### src/rtl/time_date_pkg.sv
// Shared types and constants for the millennium-clock timekeeping controller.
package time_date_pkg;

    localparam int unsigned SEC_W   = 6;
    localparam int unsigned MIN_W   = 6;
    localparam int unsigned HOUR_W  = 5;
    localparam int unsigned DAY_W   = 5;
    localparam int unsigned MON_W   = 4;
    localparam int unsigned YEAR_W  = 14;
    localparam int unsigned FIELD_W = 3;
    localparam int unsigned MASK_W  = 6;

    // State encoding doubles as the set_field output encoding.
    typedef enum logic [FIELD_W-1:0] {
        ST_RUN      = 3'd0,
        ST_SET_SEC  = 3'd1,
        ST_SET_MIN  = 3'd2,
        ST_SET_HOUR = 3'd3,
        ST_SET_DAY  = 3'd4,
        ST_SET_MON  = 3'd5,
        ST_SET_YEAR = 3'd6
    } state_e;

    // Field range limits.
    localparam logic [SEC_W-1:0]  SEC_MAX  = 6'd59;
    localparam logic [MIN_W-1:0]  MIN_MAX  = 6'd59;
    localparam logic [HOUR_W-1:0] HOUR_MAX = 5'd23;
    localparam logic [MON_W-1:0]  MON_MAX  = 4'd12;

    // blank_mask bit positions.
    localparam int unsigned BLANK_SEC  = 0;
    localparam int unsigned BLANK_MIN  = 1;
    localparam int unsigned BLANK_HOUR = 2;
    localparam int unsigned BLANK_DAY  = 3;
    localparam int unsigned BLANK_MON  = 4;
    localparam int unsigned BLANK_YEAR = 5;

    // Mode-button sequence: RUN -> SEC -> MIN -> HOUR -> DAY -> MON -> YEAR -> RUN.
    function automatic state_e next_set_state(input state_e s);
        case (s)
            ST_RUN:      return ST_SET_SEC;
            ST_SET_SEC:  return ST_SET_MIN;
            ST_SET_MIN:  return ST_SET_HOUR;
            ST_SET_HOUR: return ST_SET_DAY;
            ST_SET_DAY:  return ST_SET_MON;
            ST_SET_MON:  return ST_SET_YEAR;
            default:     return ST_RUN;
        endcase
    endfunction

endpackage

### src/rtl/days_in_month.sv
// Days-in-month lookup. Leap-year February is built only when LEAP_YEAR_EN is defined.
module days_in_month
    import time_date_pkg::*;
(
    input  logic [MON_W-1:0]  month_i,
    input  logic [YEAR_W-1:0] year_i,
    output logic [DAY_W-1:0]  dim_o
);

    logic leap;

`ifdef LEAP_YEAR_EN
    // Gregorian rule; year 0 falls out as a leap year (0 % 400 == 0).
    always_comb begin
        leap = ((year_i % YEAR_W'(4)) == '0) &&
               (((year_i % YEAR_W'(100)) != '0) || ((year_i % YEAR_W'(400)) == '0));
    end
`else
    logic unused_year;

    // February is fixed at 28 days; the year has no effect.
    always_comb begin
        leap        = 1'b0;
        unused_year = ^year_i;
    end
`endif

    // Month-length table.
    always_comb begin
        dim_o = 5'd31;
        case (month_i)
            4'd2:                    dim_o = leap ? 5'd29 : 5'd28;
            4'd4, 4'd6, 4'd9, 4'd11: dim_o = 5'd30;
            default:                 dim_o = 5'd31;
        endcase
    end

endmodule

### src/rtl/time_date_ctrl.sv
// Timekeeping and set-mode controller: calendar counters, mode FSM, blink masks.
// Optional macro LEAP_YEAR_EN enables leap-year February (see days_in_month).
module time_date_ctrl
    import time_date_pkg::*;
#(
    parameter int unsigned YEAR_RESET  = 2000,
    parameter int unsigned YEAR_MAX    = 9999,
    parameter int unsigned SYNC_STAGES = 2
) (
    input  logic              sys_clk,
    input  logic              reset_n,
    input  logic              clk_1s_in,
    input  logic              clk_0_5s_in,
    input  logic              btn_mode,
    input  logic              btn_inc,
    output logic [SEC_W-1:0]  sec,
    output logic [MIN_W-1:0]  min,
    output logic [HOUR_W-1:0] hour,
    output logic [DAY_W-1:0]  day,
    output logic [MON_W-1:0]  month,
    output logic [YEAR_W-1:0] year,
    output logic [FIELD_W-1:0] set_field,
    output logic [MASK_W-1:0] blank_mask,
    output logic              sec_pulse
);

    localparam int unsigned SYNC_N   = (SYNC_STAGES < 2) ? 2 : SYNC_STAGES;
    localparam int unsigned N_IN     = 4;
    localparam int unsigned N_EDGE   = 3;
    localparam int unsigned IN_TICK  = 0;
    localparam int unsigned IN_MODE  = 1;
    localparam int unsigned IN_INC   = 2;
    localparam int unsigned IN_BLINK = 3;

    localparam logic [YEAR_W-1:0] YEAR_LAST  = YEAR_W'(YEAR_MAX);
    localparam logic [YEAR_W-1:0] YEAR_START = YEAR_W'(YEAR_RESET);
    localparam logic [DAY_W-1:0]  DAY_ONE    = 5'd1;
    localparam logic [MON_W-1:0]  MON_ONE    = 4'd1;

    logic [SYNC_N-1:0][N_IN-1:0] sync_q;
    logic [N_IN-1:0]             sync_last;
    logic [N_EDGE-1:0]           edge_q;
    logic                        tick;
    logic                        mode_p;
    logic                        inc_p;
    logic                        blink;

    state_e state_q, state_d;

    logic [SEC_W-1:0]  sec_q,   sec_d;
    logic [MIN_W-1:0]  min_q,   min_d;
    logic [HOUR_W-1:0] hour_q,  hour_d;
    logic [DAY_W-1:0]  day_q,   day_d, day_n;
    logic [MON_W-1:0]  month_q, month_d;
    logic [YEAR_W-1:0] year_q,  year_d, year_inc;
    logic [MASK_W-1:0] blank_q, blank_d;
    logic              sec_pulse_q, sec_pulse_d;

    logic [DAY_W-1:0]  dim_cur;
    logic [DAY_W-1:0]  dim_new;

    // Input synchronizers plus the edge-detect history flop.
    always_ff @(posedge sys_clk or negedge reset_n) begin
        if (!reset_n) begin
            sync_q <= '0;
            edge_q <= '0;
        end else begin
            sync_q[0] <= {clk_0_5s_in, btn_inc, btn_mode, clk_1s_in};
            for (int unsigned i = 1; i < SYNC_N; i++) begin
                sync_q[i] <= sync_q[i-1];
            end
            edge_q <= sync_last[N_EDGE-1:0];
        end
    end

    assign sync_last = sync_q[SYNC_N-1];
    assign tick      = sync_last[IN_TICK] & ~edge_q[IN_TICK];
    assign mode_p    = sync_last[IN_MODE] & ~edge_q[IN_MODE];
    assign inc_p     = sync_last[IN_INC]  & ~edge_q[IN_INC];
    assign blink     = sync_last[IN_BLINK];

    // Month length for the current date (day rollover / day edit wrap).
    days_in_month u_dim_cur (
        .month_i (month_q),
        .year_i  (year_q),
        .dim_o   (dim_cur)
    );

    // Month length for the date being written (day clamp).
    days_in_month u_dim_new (
        .month_i (month_d),
        .year_i  (year_d),
        .dim_o   (dim_new)
    );

    // State and datapath registers.
    always_ff @(posedge sys_clk or negedge reset_n) begin
        if (!reset_n) begin
            state_q     <= ST_RUN;
            sec_q       <= '0;
            min_q       <= '0;
            hour_q      <= '0;
            day_q       <= DAY_ONE;
            month_q     <= MON_ONE;
            year_q      <= YEAR_START;
            blank_q     <= '0;
            sec_pulse_q <= 1'b0;
        end else begin
            state_q     <= state_d;
            sec_q       <= sec_d;
            min_q       <= min_d;
            hour_q      <= hour_d;
            day_q       <= day_d;
            month_q     <= month_d;
            year_q      <= year_d;
            blank_q     <= blank_d;
            sec_pulse_q <= sec_pulse_d;
        end
    end

    // Mode FSM next state: each mode strobe steps to the next field.
    always_comb begin
        state_d = state_q;
        if (mode_p) begin
            state_d = next_set_state(state_q);
        end
    end

    // Year successor with wrap past the last valid year.
    assign year_inc = (year_q >= YEAR_LAST) ? '0 : year_q + YEAR_W'(1);

    // Time update: full carry chain on tick in RUN, single-field edit in set states.
    always_comb begin
        sec_d       = sec_q;
        min_d       = min_q;
        hour_d      = hour_q;
        day_n       = day_q;
        month_d     = month_q;
        year_d      = year_q;
        sec_pulse_d = 1'b0;

        if (tick && (state_q == ST_RUN)) begin
            sec_pulse_d = 1'b1;
            if (sec_q >= SEC_MAX) begin
                sec_d = '0;
                if (min_q >= MIN_MAX) begin
                    min_d = '0;
                    if (hour_q >= HOUR_MAX) begin
                        hour_d = '0;
                        if (day_q >= dim_cur) begin
                            day_n = DAY_ONE;
                            if (month_q >= MON_MAX) begin
                                month_d = MON_ONE;
                                year_d  = year_inc;
                            end else begin
                                month_d = month_q + MON_W'(1);
                            end
                        end else begin
                            day_n = day_q + DAY_W'(1);
                        end
                    end else begin
                        hour_d = hour_q + HOUR_W'(1);
                    end
                end else begin
                    min_d = min_q + MIN_W'(1);
                end
            end else begin
                sec_d = sec_q + SEC_W'(1);
            end
        end else if (inc_p && !mode_p) begin
            case (state_q)
                ST_SET_SEC:  sec_d   = (sec_q  >= SEC_MAX)  ? '0 : sec_q  + SEC_W'(1);
                ST_SET_MIN:  min_d   = (min_q  >= MIN_MAX)  ? '0 : min_q  + MIN_W'(1);
                ST_SET_HOUR: hour_d  = (hour_q >= HOUR_MAX) ? '0 : hour_q + HOUR_W'(1);
                ST_SET_DAY:  day_n   = (day_q  >= dim_cur)  ? DAY_ONE : day_q + DAY_W'(1);
                ST_SET_MON:  month_d = (month_q >= MON_MAX) ? MON_ONE : month_q + MON_W'(1);
                ST_SET_YEAR: year_d  = year_inc;
                default:     ;
            endcase
        end
    end

    // Pull day back to the last valid day when month or year shortens the month.
    assign day_d = (day_n > dim_new) ? dim_new : day_n;

    // Blink mask follows the field selected by the upcoming state.
    always_comb begin
        blank_d = '0;
        case (state_d)
            ST_SET_SEC:  blank_d[BLANK_SEC]  = blink;
            ST_SET_MIN:  blank_d[BLANK_MIN]  = blink;
            ST_SET_HOUR: blank_d[BLANK_HOUR] = blink;
            ST_SET_DAY:  blank_d[BLANK_DAY]  = blink;
            ST_SET_MON:  blank_d[BLANK_MON]  = blink;
            ST_SET_YEAR: blank_d[BLANK_YEAR] = blink;
            default:     ;
        endcase
    end

    assign sec        = sec_q;
    assign min        = min_q;
    assign hour       = hour_q;
    assign day        = day_q;
    assign month      = month_q;
    assign year       = year_q;
    assign set_field  = state_q;
    assign blank_mask = blank_q;
    assign sec_pulse  = sec_pulse_q;

endmodule

### config.mk
export PLATFORM = sky130hd
export DESIGN_NAME = time_date_ctrl
export DESIGN_NICKNAME = d
export VERILOG_FILES = /design/src/rtl/time_date_pkg.sv /design/src/rtl/days_in_month.sv /design/src/rtl/time_date_ctrl.sv
export SDC_FILE = /design/constraint.sdc
export NUM_CORES = 1
export LEC_CHECK = 0
export CAP_MARGIN = 20
export CORE_ASPECT_RATIO = 0.6
export CORE_MARGIN = 2
export CORE_UTILIZATION = 35
export DETAILED_ROUTE_END_ITERATION = 10
export GPL_ROUTABILITY_DRIVEN = 0
export MAX_ROUTING_LAYER = met4
export PLACE_DENSITY = 0.58
export SLEW_MARGIN = 20
export SYNTH_ARGS = -nofsm -noshare
export SYNTH_HDL_FRONTEND = slang
export SYNTH_SLANG_ARGS = --single-unit
### constraint.sdc
create_clock -name sys_clk -period 4.2 [get_ports sys_clk]
set_input_delay 1.05 -clock sys_clk [delete_from_list [all_inputs] [get_ports sys_clk]]
set_output_delay 1.05 -clock sys_clk [all_outputs]
set_load 0.01 [all_outputs]
==> summary.md <==
| Metric | Value |
|---|---|
| Status | finished clean |
| Yosys warnings | 0 |
| First DRT Iteration DRCs | 131 |
| Slew @ Worst Pin | 0.860 ns |
| Post-DP Area | 0.00387 sq mm |
| Syn_area_per_cell | 9.60 sq um |
| Worst Setup Start Kind | register |
| WL met3 | 381 um |
| TritonCTS clock tree | done |
| Syn_nets | 355 |
| MaxCap Viol Count | 0 |
| CP arrival | 4.02 ns |
| CP max stage cell | dfstp_2 |
| Clock Skew | 0.00483 ns |
| Critical path's top delay family | compound AO/OA/AOI/OAI gates |
| Number of setup buffers added after CTS | 0 |
| Htree depth | 3 |
| Largest net degree at the start of global routing | 33 |
| Vias per std cell | 5.18 |
| RSZ-0062 raised after global routing | false |
| Non-filler instance count after layout | 510 |
| Area leader, netlist | dfrtp_1 |
| Hold Crit Class | register to register |
| First-pass GRT wire length | 12500 um |
| CP Data Required Time | 4.44 ns |
| Register bit count reported by yosys | 61 |
| Clock root buffer | clkbuf_16 |
| CP max FO | 10 |
| Die area | 0.0100 sq mm |
| Synth top area cells | dfrtp_1 41%, dfstp_2 6.5%, o21ai_0 6.4% |
| Routed Antenna Nets | 0 |
| Slew headroom | 0.424 |
| Clock Tree Buf Depth | 2 |
| Pre-Repair DR Iteration Count | 4 |
| Synthesized cell area | 0.00323 sq mm |
| Fin. Hold Viols | 0 |
| Number of synthesized flops with an enable pin | 0 |
| Fraction of layout instances using a drive strength above 1 | 0.0838 |
| Sequential area share after synthesis | 0.476 |
| Fmax | 0.265 GHz |
| Area of the core | 0.00905 sq mm |
| Top FF cell, synth | dfrtp_1 |
| Placed Cells | 495 |
| Commonest non-fill, non-tap cell in the layout | clkdlybuf4s50_1 |
| Post-Route WL | 7260 um |
| Clock Pin Slew Worst Setup and Hold Paths | 0.05 ns |
| Fin area | 0.00416 sq mm |
| DR top layer | met4 |
| Worst-Skew Late Latency | 0.33 ns |
| Final min period | 3.78 ns |
| Number of I/O pins | 56 |
| Hold Path End | sync_last[3]$_DFF_PN0_ |
| Worst Hold Launch | sync_q[3]$_DFF_PN0_ |
| Die Width | 128 um |
| CP Class | register to register |
| PortBufs | 55 |
| Final Max Slew Viols | 0 |
| Worst Setup End Kind | register |
| Worst Path Buf+Inv | 1 |
| Power per cell area | 520 mW/mm^2 |
| GRT Resource Usage Total | 0.163 |
| Antenna violations before repair | 0 |
| Worst reg2reg startpoint | month[0]$_DFF_PN1_ |
| Final worst slack | 0.422 ns |
| Peak VDD IR | 0.259 mV |
| Met2 wire len | 2740 um |
| DPL Wire Length | 5290 um |
| Total number of vias | 2643 |
| Residual DRC count | 0 |
| Leak | 1.71 nW |
| Synth-to-Final Area Change | 28.9% |
| Part of the cycle the worst path needs | 0.900 |
| Post-Synthesis Cells | 336 |
| Final setup TNS | 0 ns |
| M1 WL | 4050 um |
| TritonCTS Sinks | 61 |
| Reg2reg path depth | 15 |
| Row count | 27 |
| Layout Nets | 409 |
| R2R Path End | day[1]$_DFF_PN0_ |
| Initial Utilization | 0.356 |
| Clock buffer count from CTS | 9 |
| Hold Path Stages | 0 |
| Pre-CTS setup slack | 0.274 ns |
| Routed len/inst | 14.2 um |
| Hold WS | 0.344 ns |
| Final setup fails | 0 |
| CP Cell Sequence | ha_1 -> o21ai_0 -> o21a_1 -> ha_1 -> nand2b_1 -> a21o_1 -> nand4_1 -> o22ai_4 -> mux2i_1 -> inv_1 -> ha_1 -> nand2_1 -> o211ai_1 -> a211oi_2 -> mux2i_1 |
| Top cell type's share of synthesized area | 0.411 |
| Slowest cell delay on critical path | 0.63 ns |
| Number of global-route vias before repair | 2482 |
| Post-synthesis cell type count | 52 |
| FF-to-FF setup slack | 0.42 ns |
| Gr ovfl total | 0 |
| Most frequent cells in the layout | 54 x clkdlybuf4s50_1, 53 x dfrtp_1, 41 x o21ai_0 |
| Asr flop ratio synth | 1.00 |
| Die height | 78.4 um |
| Cell mode on critical path | ha_1 |
| Diode count | 0 |
-- per-layer routing --
metal	vias up	global-route usage
met3	10	0.0532
met1	1248	0.244
met4	0	0.0516
li1	1329	-
met5	-	-
met2	56	0.205
-- how the worst max path moves through the flow --
stage	from	cells past startpoint	slack (ns)	end
floorplan	month[0]$_DFF_PN1_	15	0.80	day[0]$_DFF_PN1_
global placement	month[0]$_DFF_PN1_	15	0.55	day[0]$_DFF_PN1_
detailed placement	month[0]$_DFF_PN1_	15	0.27	day[1]$_DFF_PN0_
CTS	month[0]$_DFF_PN1_	15	0.26	day[1]$_DFF_PN0_
global route	month[0]$_DFF_PN1_	15	0.12	day[0]$_DFF_PN1_
finish	month[0]$_DFF_PN1_	15	0.42	day[1]$_DFF_PN0_
-- repair_timing --
| action | 4_1_cts | 5_1_grt |
|---|---|---|
| gates resized for setup | 0 | 2 |
| setup endpoints to repair | 0 | 2 |
| hold buffers | 0 | 0 |
-- cell families (layout without fill, tap and decap cells) --
group | count (synthesis) | after routing | share of synthesized area
simple gates | 126 | 126 | 0.210
compound gates | 103 | 103 | 0.206
flops | 61 | 61 | 0.476
buf+inv | 25 | 83 | 0.0330
fa+ha+maj | 13 | 13 | 0.0504
mux | 7 | 7 | 0.0217
xor+xnor | 1 | 1 | 0.00272
-- area by class of cell --
cell class / count / area [sq um]
Clock buffer: 14 / 274
Clock inverter: 1 / 5.00
Fill cell: 870 / 4900
Inverter: 11 / 41.3
Multi-Input combinational cell: 250 / 1600
Sequential cell: 61 / 1540
Tap cell: 116 / 145
Timing Repair Buffer: 57 / 561
-- cells in the mapped netlist (2+ instances only) --
library cell / count
nor2b_1: 12
inv_1: 11
nor2_1: 20
nand2_1: 31
a21o_1: 7
mux2i_1: 7
ha_1: 13
nand4_1: 4
or4_1: 3
a21boi_0: 2
or3_1: 5
o21a_1: 4
dfstp_2: 8
nor3b_1: 2
a211oi_1: 3
and3_1: 4
a31oi_1: 3
nand2b_1: 11
clkbuf_1: 9
o31a_1: 2
buf_2: 4
o21ai_0: 41
dfrtp_1: 53
o31ai_1: 14
a21oi_1: 14
nor3_1: 11
nand3_1: 12
o22a_1: 2
-- where the power goes --
group / internal (mW) / total, mW / switching, mW
clock: 0.443 / 0.681 / 0.238
combinational: 0.328 / 0.634 / 0.307
sequential: 0.689 / 0.848 / 0.159
-- state kept, by name, indices dropped and copies added (netlist names) --
name and cells:
year 14, blank_mask 6, min 6, sec 6
day 5, hour 5, month 4, sync_last 4
sync_q 4, edge_q 3, set_field 3, sec_pulse 1
-- worst register-to-register path: stages (launching register included) --
cell,delay [ns]
dfstp_2,0.63
ha_1,0.28
o21ai_0,0.12
o21a_1,0.13
ha_1,0.27
nand2b_1,0.09
a21o_1,0.16
nand4_1,0.27
o22ai_4,0.37
mux2i_1,0.31
inv_1,0.08
ha_1,0.30
nand2_1,0.07
o211ai_1,0.11
a211oi_2,0.29
mux2i_1,0.24
-- metrics by stage --
step	power, mW	utilization
final	2.16	0.459
after global placement	1.47	0.427
after detailed placement	1.49	0.427
after global routing	2.31	0.459
after floorplan	1.20	-
after CTS	2.19	0.458
No activity file was read; power rests on OpenSTA's default activity.
==> RTL change, RTL diff (same flow settings) <==
Register the output `min` once more, with the module's reset; this adds one clock of latency there. The other outputs are not delayed to match.
--- a/src/rtl/time_date_ctrl.sv
+++ b/src/rtl/time_date_ctrl.sv
@@ -200,3 +200,9 @@
     assign sec        = sec_q;
-    assign min        = min_q;
+    always_ff @(posedge sys_clk or negedge reset_n) begin
+        if (!reset_n) begin
+            min <= '0;
+        end else begin
+            min <= min_q;
+        end
+    end
     assign hour       = hour_q;
Function: changed (a bounded check fails within 10 cycles, from zero or initial values and one cycle with reset_n low).
==> RTL change against the original RTL <==
Maximum frequency down 2.7%; sequential share of layout area up 0.58 points; final area is 8.1% higher; total power increased by 20%; sequential power grew 10%; core utilization about the same; synthesized area grew 8.0%; highest routed layer unchanged; sequential cell count rose by 6; largest power group unchanged; routed wire length grew 11%; worst setup slack lost 110 ps.
==> RTL change: results (changes against the original RTL) <==
largest net degree at the start of global routing 68 (was 33); Tot GR Track Use 0.163 (about the same); DR WL/cell 14.7 µm (was 14.2 µm); hpwl dp 5.63 mm (was 5.29 mm); post-synth net total 372 (was 355); slew margin rel. 0.428 (was 0.424); Via Count 2876 (was 2643); vias in the first global route 2673 (was 2482); FILL cells 924 (was 870); Psw 0.872 mW (was 0.704 mW); CP Data Arrival Time 4130 ps (was 4020 ps); P_leak 1.82 nW (was 1.71 nW); pre-CTS WS 240 ps (was 274 ps); global-route wire length before repair 13.4 mm (was 12.5 mm); Max VDD drop 0.349 mV (was 0.259 mV); Comb power frac 0.303 (was 0.293); nets@finish 427 (was 409); top cells by area, synth dfrtp_1 (42%), dfstp_2 (6.0%), o31ai_1 (5.2%) (was dfrtp_1 (41%), dfstp_2 (6.5%), o21ai_0 (6.4%)); run status completed (unchanged); sequential fraction of the synthesis area 0.484 (was 0.476); ratio of cells with drive above 1 in the final layout 0.0969 (was 0.0838); r2r worst-path depth 14 (was 15); 1st-pass router iterations 4 (unchanged); initial DRC count 209 (was 131); Placed Area 4140 µm² (was 3870 µm²); top cells by count, synth dfrtp_1 (59), o21ai_0 (27), nand2_1 (24), nor2_1 (24), o31ai_1 (24) (was dfrtp_1 (53), o21ai_0 (41), nand2_1 (31), nor2_1 (20))
[RTL change: power groups by stage]
stage          Combinational [mW]  Clock, mW  Sequential (mW)
2_1_floorplan               0.470          0            0.921
3_3_place_gp                0.758          0            0.939
3_5_place_dp                0.775          0            0.941
4_1_cts                     0.781      0.903            0.931
5_1_grt                     0.886      0.926            0.960
6_report                    0.790      0.881            0.933
[RTL change: per-layer routing]
layer / vias to the layer above / track usage / share of wire
li1: 1430 / - / -
met1: 1363 / 0.235 / 0.55
met2: 75 / 0.222 / 0.39
met3: 8 / 0.0493 / 0.047
met4: 0 / 0.0398 / 0.0087
met5: - / - / 0
[RTL change: area by class of cell]
class,instances,share of cell area
Clock buffer,9,0.0501
Timing Repair Buffer,58,0.126
Tap cell,135,0.0376
Clock inverter,7,0.0270
Inverter,14,0.0117
Multi-Input combinational cell,258,0.372
Sequential cell,67,0.375
[RTL change: cell families (layout without fill, tap and decap cells)]
| kind of cell | after synthesis | in the layout | share of synthesized area |
|---|---|---|---|
| compound gates | 109 | 109 | 0.212 |
| xor+xnor | 1 | 1 | 0.00252 |
| fa+ha+maj | 13 | 13 | 0.0467 |
| buf+inv | 28 | 88 | 0.0377 |
| flops | 67 | 67 | 0.484 |
| mux | 7 | 7 | 0.0205 |
| simple gates | 128 | 128 | 0.197 |
[RTL change: final timing paths]
check	startpoint	end	slack [ps]
max	month[0]	day[0]	320
min	sync_q[0]	sync_last[0]	350
max reg2reg	month[0]	day[0]	320
min reg2reg	sync_q[0]	sync_last[0]	350
min in group asynchronous	reset_n	min[3]	910
max in group asynchronous	reset_n	month[3]	2730
[RTL change: through the flow]
step | instances | utilization
6_report | 548 | 0.460
5_1_grt | 548 | 0.460
2_1_floorplan | 353 | -
4_1_cts | 548 | 0.459
3_3_place_gp | 532 | 0.424
3_5_place_dp | 532 | 0.424
